File: config.mk
export PLATFORM = sky130hd
export DESIGN_NAME = sd_burst_gather
export DESIGN_NICKNAME = d
export VERILOG_FILES = /design/src/rtl/sd_burst_gather.sv
export SDC_FILE = /design/constraint.sdc
export NUM_CORES = 1
export LEC_CHECK = 0
export BUFFER_PORTS_ARGS = -buffer_cell sky130_fd_sc_hd__buf_4
export CAP_MARGIN = 20
export CORE_MARGIN = 2
export CORE_UTILIZATION = 24
export DETAILED_ROUTE_END_ITERATION = 6
export PLACE_DENSITY = 0.5
export SYNTH_ARGS = -nofsm -noshare
export SYNTH_HDL_FRONTEND = slang
export SYNTH_SLANG_ARGS = --single-unit
File: constraint.sdc
create_clock -name clk -period 1.3 [get_ports clk]
set_input_delay 0.39 -clock clk [delete_from_list [all_inputs] [get_ports clk]]
set_output_delay 0.39 -clock clk [all_outputs]
set_load 0.005 [all_outputs]
File: src/rtl/sd_burst_gather.sv
// Burst gatherer: holds a FIFO's output closed until `burst` words are buffered, then
// forwards them as one framed burst. Optional timeout flush via SD_BURST_GATHER_TMO_EN.
module sd_burst_gather #(
    parameter int width = 8,
    parameter int depth = 16,
    parameter int usz   = $clog2(depth + 1),
    parameter int burst = 4,
    parameter int bsz   = $clog2(burst + 1),
    parameter int tmo   = 32,
    parameter int tsz   = $clog2(tmo + 1)
) (
    input  logic             clk,
    input  logic             reset,
    input  logic [width-1:0] c_data,
    input  logic             c_srdy,
    output logic             c_drdy,
    input  logic [usz-1:0]   c_usage,
    output logic [width-1:0] p_data,
    output logic             p_srdy,
    input  logic             p_drdy,
    output logic             p_last,
    output logic [bsz-1:0]   p_len
);

    typedef enum logic {
        IDLE  = 1'b0,
        BURST = 1'b1
    } state_t;

    localparam logic [usz-1:0] BURST_U = usz'(burst);
    localparam logic [bsz-1:0] BURST_B = bsz'(burst);

    state_t         state_q, state_d;
    logic [bsz-1:0] remain_q, remain_d;
    logic [bsz-1:0] p_len_q, p_len_d;
    logic           full_start;
    logic           tmo_start;

    assign full_start = (c_usage >= BURST_U);

`ifdef SD_BURST_GATHER_TMO_EN
    localparam logic [tsz-1:0] TMO_T = tsz'(tmo);

    logic [tsz-1:0] timer_q, timer_d;
    logic           partial;

    assign partial   = (c_usage != '0) && !full_start;
    assign tmo_start = partial && (timer_q == TMO_T);

    // Counts only while a short fill waits in IDLE; saturates so the flush stays armed.
    always_comb begin
        timer_d = '0;
        if (state_q == IDLE && partial) begin
            timer_d = (timer_q == TMO_T) ? timer_q : timer_q + 1'b1;
        end
    end

    always_ff @(posedge clk or posedge reset) begin
        if (reset) begin
            timer_q <= '0;
        end else begin
            timer_q <= timer_d;
        end
    end
`else
    logic [tsz-1:0] unused_tmo_cfg;

    assign tmo_start      = 1'b0;
    assign unused_tmo_cfg = tsz'(tmo);
`endif

    assign p_data = c_data;
    assign p_len  = p_len_q;

    always_comb begin
        state_d  = state_q;
        remain_d = remain_q;
        p_len_d  = p_len_q;
        c_drdy   = 1'b0;
        p_srdy   = 1'b0;
        p_last   = 1'b0;
        case (state_q)
            IDLE: begin
                // A full burst takes priority over a simultaneous timeout.
                if (full_start) begin
                    state_d  = BURST;
                    remain_d = BURST_B;
                    p_len_d  = BURST_B;
                end else if (tmo_start) begin
                    state_d  = BURST;
                    remain_d = c_usage[bsz-1:0];
                    p_len_d  = c_usage[bsz-1:0];
                end
            end
            BURST: begin
                p_srdy = c_srdy;
                c_drdy = p_drdy;
                p_last = (remain_q == bsz'(1));
                if (c_srdy && p_drdy) begin
                    remain_d = remain_q - 1'b1;
                    if (p_last) begin
                        state_d = IDLE;
                        p_len_d = '0;
                    end
                end
            end
            default: state_d = IDLE;
        endcase
    end

    always_ff @(posedge clk or posedge reset) begin
        if (reset) begin
            state_q  <= IDLE;
            remain_q <= '0;
            p_len_q  <= '0;
        end else begin
            state_q  <= state_d;
            remain_q <= remain_d;
            p_len_q  <= p_len_d;
        end
    end

endmodule
Word level (Yosys, flattened, before mapping)
Cells that the tools add are included.
Widths: inputs -> output; s select.
{"block": "op_classes", "eq_ne": 4, "bitwise_logic": 1, "reduce_logical": 3, "n_addsub": 1, "n_lt_le_gt_ge": 1, "mux": 13}
{"operator": "$mux 3", "n": 4}
{"operator": "$pmux 3 s2", "n": 2}
{"operator": "$mux 1", "n": 6}
{"operator": "$ge 5x3->1 const B", "n": 1}
{"operator": "$ne 2x1->1 const B", "n": 2}
{"operator": "$eq 3x1->1 const B", "n": 1}
{"operator": "$reduce_and 3->1", "n": 1}
{"operator": "$sub 3x1->3 const B", "n": 1}
{"operator": "$ne 2x2->1 const B", "n": 1}
{"operator": "$pmux 1 s2", "n": 1}
{"operator": "$reduce_and 2->1", "n": 1}
{"operator": "$logic_and 1x1->1", "n": 1}
{"operator": "$not 1->1", "n": 1}
{"block": "totals", "wordCells": 26, "regBits": 7}

Longest topological paths before layout
{"block": "logic_depth", "depth_word": 4, "mapped_depth": 5, "depth_no_buf": 5}

Worst setup path after synthesis
No wires, ideal clock.
{"block": "synth_timing", "path_kind": "reg2out", "start": "register remain_q[1]", "end": "output port p_last", "stages_incl_launch_ff": 4, "t_arrival_ns": 0.765, "required_ns": 0.910, "slack_ns": 0.145, "path_cell_list": "dfrtp_1 inv_1 ha_1 nor3b_1"}
{"block": "synth_between", "elab_chain_cells": 2}
{"item": "start, declared", "line": "34", "rtl": "logic [bsz-1:0] remain_q, remain_d;"}
{"item": "start signal, assigned", "line": "118", "rtl": "remain_q <= remain_d;"}
{"item": "$eq 3x1->1", "line": "98", "rtl": "p_last = (remain_q == bsz'(1));"}
{"item": "$mux 1", "line": "82", "rtl": "case (state_q)"}
{"item": "end, declared", "line": "21", "rtl": "output logic p_last,"}
Every way passes these cells.

Final worst setup path
Ends and elaborated chain as after synthesis.

==> impl_metrics.tcl <==
set metrics [dict create \
    top_layer_used "met4" \
    first_pass_drt_iterations 2 \
    synth_compound_area_share_pct 10.9 \
    yosysMostFrequentCell "sky130_fd_sc_hd__buf_4" \
    place.detailed.hpwl_um 486 \
    overall_routing_resource_usage_pct 7.95 \
    synth.top_cell.area_share_pct 33.1 \
    ir_drop_uv 451 \
    first_global_vias 273 \
    syn_area_um2 378 \
    post_synth_and_or_nand_nor_area_fraction_pct 18.2 \
    timing.final.setup_violations 2 \
    die_width_um 43.7 \
    max_clock_freq_mhz 668 \
    core_area_um2 1490 \
    status "finished with violations" \
    criticalPathCategory "flop to output port" \
    grt_overflow 0 \
    area.growth.synth_to_final_pct 26.8 \
    finalWirelength_um 622 \
    hold_viol_final 0 \
    cp_cell_sequence "inv_2 > ha_4 > nor3b_2 > buf_4" \
    cp_data_required_time_ns 0.91 \
    worstPathArrival_ns 1.11 \
    die_y_um 43.7 \
    post_synth_mux_area_share_pct 0 \
    worst_setup_timing_slack_at_the_placement_stage_ns -0.0402 \
    timing.critical_path.to_type "output port" \
    regToRegSetupSlack_ns 0.07 \
    ys_async_sr_fraction_pct 100 \
    worstSetupStartpointType "flop" \
    postSynth.topFlopCell "sky130_fd_sc_hd__dfrtp_1" \
    synth_fa_ha_area_share_pct 6.62 \
    synth_commonest_cells "sky130_fd_sc_hd__buf_4, sky130_fd_sc_hd__dfrtp_1, sky130_fd_sc_hd__inv_1" \
    gpl.final_weighted_congestion 0.679 \
    timing.critical_path.slowest_stage_cell "sky130_fd_sc_hd__dfrtp_1" \
    synth_cells 39 \
    route.layer.met1.wl_um 261 \
    violations_in_the_final_reports "negative setup slack" \
    final_layout_size_suffix_gt1_share_pct 56.3 \
    global_route_wire_length_before_repair_um 1040 \
    ant_nets 0 \
    cts-root-buf "sky130_fd_sc_hd__clkbuf_4" \
    wire_per_inst_um 9.72 \
    rsz0062_at_grt "true" \
    timing.final.crit_period_ns 1.50 \
    grt_max_degree 6 \
    start_util_pct 25.4 \
    sequential_fraction_of_the_synthesis_area_pct 33.1 \
    die_area_um2 1910 \
    number_of_placed_i_o_pins 31 \
    largest_family_of_logic_cells_by_synthesized_area "buffers and inverters" \
    netlist-cell-type-count 18 \
    leakagePower_nw 0.224 \
    drtIter0Drc 4 \
    dr_wl_met2_um 300 \
    post_cts_hold_buffer_count 0 \
    cts_buffer_count 3 \
    synthesis.area_per_instance_um2 9.69 \
    fin_nets 68 \
    synth_xor_xnor_area_share_pct 2.32 \
    clkSinkCount 5 \
    viasPerCell 4.11 \
    clk_pin_slew_worst_paths_ns 0.04 \
    worstHoldPathType "input port to asynchronous set/reset pin" \
    cts.htree.levels 1 \
    slowest_delay_ns 0.38 \
    core.rowCount 14 \
    final.period_utilization_pct 115 \
    tritoncts "built" \
    max-cap-violations 0 \
    timing_max_transition_violations_final 0 \
    cts_max_path_buffers 2 \
    drcViolationCount 0 \
    detailroute.via_count 263 \
    diodes 0 \
    cp_max_fo 2 \
    finalClockSkew_ns 0.00173 \
    pwr_density_cell_nw_per_um2 1600 \
    synth.ff_latch_count 5 \
    fin_setup_tns_ns -0.241 \
    synth_warnings 0 \
    routed-wl-met3_um 57 \
    clkLatencyLatePin_ns 0.24 \
    number_of_enable_flip_flop_cells_after_synthesis 0 \
    yosys.area.top_type "sky130_fd_sc_hd__dfrtp_1" \
    antenna_found_initial 0 \
    placement.io_buffers 10 \
    netlist_top_cells_area "sky130_fd_sc_hd__dfrtp_1, sky130_fd_sc_hd__buf_4, sky130_fd_sc_hd__ha_1" \
    final_critical_path_setup_slack_ns -0.198 \
]
-- cell usage in the layout (no fill, tap or decap), drive strengths merged --
cell / synthesis / routed
nand3: 1 / 1
inv: 5 / 5
conb: 1 / 2
nor3b: 2 / 2
nand4: 1 / 1
o211ai: 2 / 2
buf: 11 / 15
o21ai: 3 / 3
clkbuf: 0 / 4
dfrtp: 5 / 5
ha: 2 / 2
o22ai: 1 / 1
xor2: 1 / 1
nor3: 1 / 1
a21oi: 1 / 1
and2: 2 / 2
-- power by group --
| part | internal (mW) | leakage (nW) | switching (mW) | total [mW] |
|---|---|---|---|---|
| sequential | 0.217 | 0.0557 | 0.0514 | 0.268 |
| combinational | 0.193 | 0.154 | 0.127 | 0.319 |
| clock | 0.116 | 0.0150 | 0.0638 | 0.180 |
| total | 0.526 | 0.224 | 0.242 | 0.767 |
-- worst max-delay path, delay by kind of cell (launching register included) --
family        cells  cell delay [ns]
simple gates      1             0.15
buf+inv           2             0.21
fa+ha+maj         1             0.12
flops             1             0.38
-- metal layers --
metal / global-route usage, % / vias up
met5: 0 / -
met3: 2.92 / 2
met4: 8.48 / 0
li1: - / 132
met1: 8.21 / 118
met2: 11.8 / 11
-- registers in the layout (all words and copies together), names as in the netlist --
name      cells
state_q       1
remain_q      3
p_len         1
-- through the flow --
stage	utilization (%)	hold slack [ns]	std cells	area (µm²)	power, mW
floorplan	-	0.169	40	382	0.419
global placement	27.7	0.313	58	413	0.525
detailed placement	27.7	0.309	58	413	0.526
CTS	32.0	0.0508	64	477	0.769
global route	32.2	0.0637	64	479	0.833
finish	32.2	0.0482	64	479	0.767
-- layout make-up --
type,count,area (µm²)
Fill cell,155,1010
Multi-Input combinational cell,19,173
Sequential cell,5,125
Timing Repair Buffer,15,116
Clock buffer,4,26.3
Tap cell,16,20.0
Inverter,5,18.8
-- final timing paths --
kind | from | endpoint | depth (start not counted)
worst max-delay path | remain_q[1]$_DFFE_PP0P_ | p_last | 4
worst min-delay path | reset | p_len[2]$_DFFE_PP0P_ | 2
worst max register to register | remain_q[1]$_DFFE_PP0P_ | remain_q[2]$_DFFE_PP0P_ | 7
worst min register to register | p_len[2]$_DFFE_PP0P_ | p_len[2]$_DFFE_PP0P_ | 2
max in group asynchronous | reset | remain_q[0]$_DFFE_PP0P_ | 2
min in group clk | c_usage[4] | remain_q[2]$_DFFE_PP0P_ | 3
-- cells by family after synthesis --
logic type	count (synthesis)
AO/OA/AOI/OAI	7
XOR/XNOR	1
adder cells (fa/ha/maj)	2
buffers and inverters	16
flip-flops	5
other	1
AND/OR/NAND/NOR	7
-- what timing repair did --
action / CTS / global route
endpoints found under the setup margin: 3 / 4
pin swaps: 0 / 1
gates resized for setup: 6 / 2
buffers inserted: 2 / 0
(Power assumes the default switching activity.)
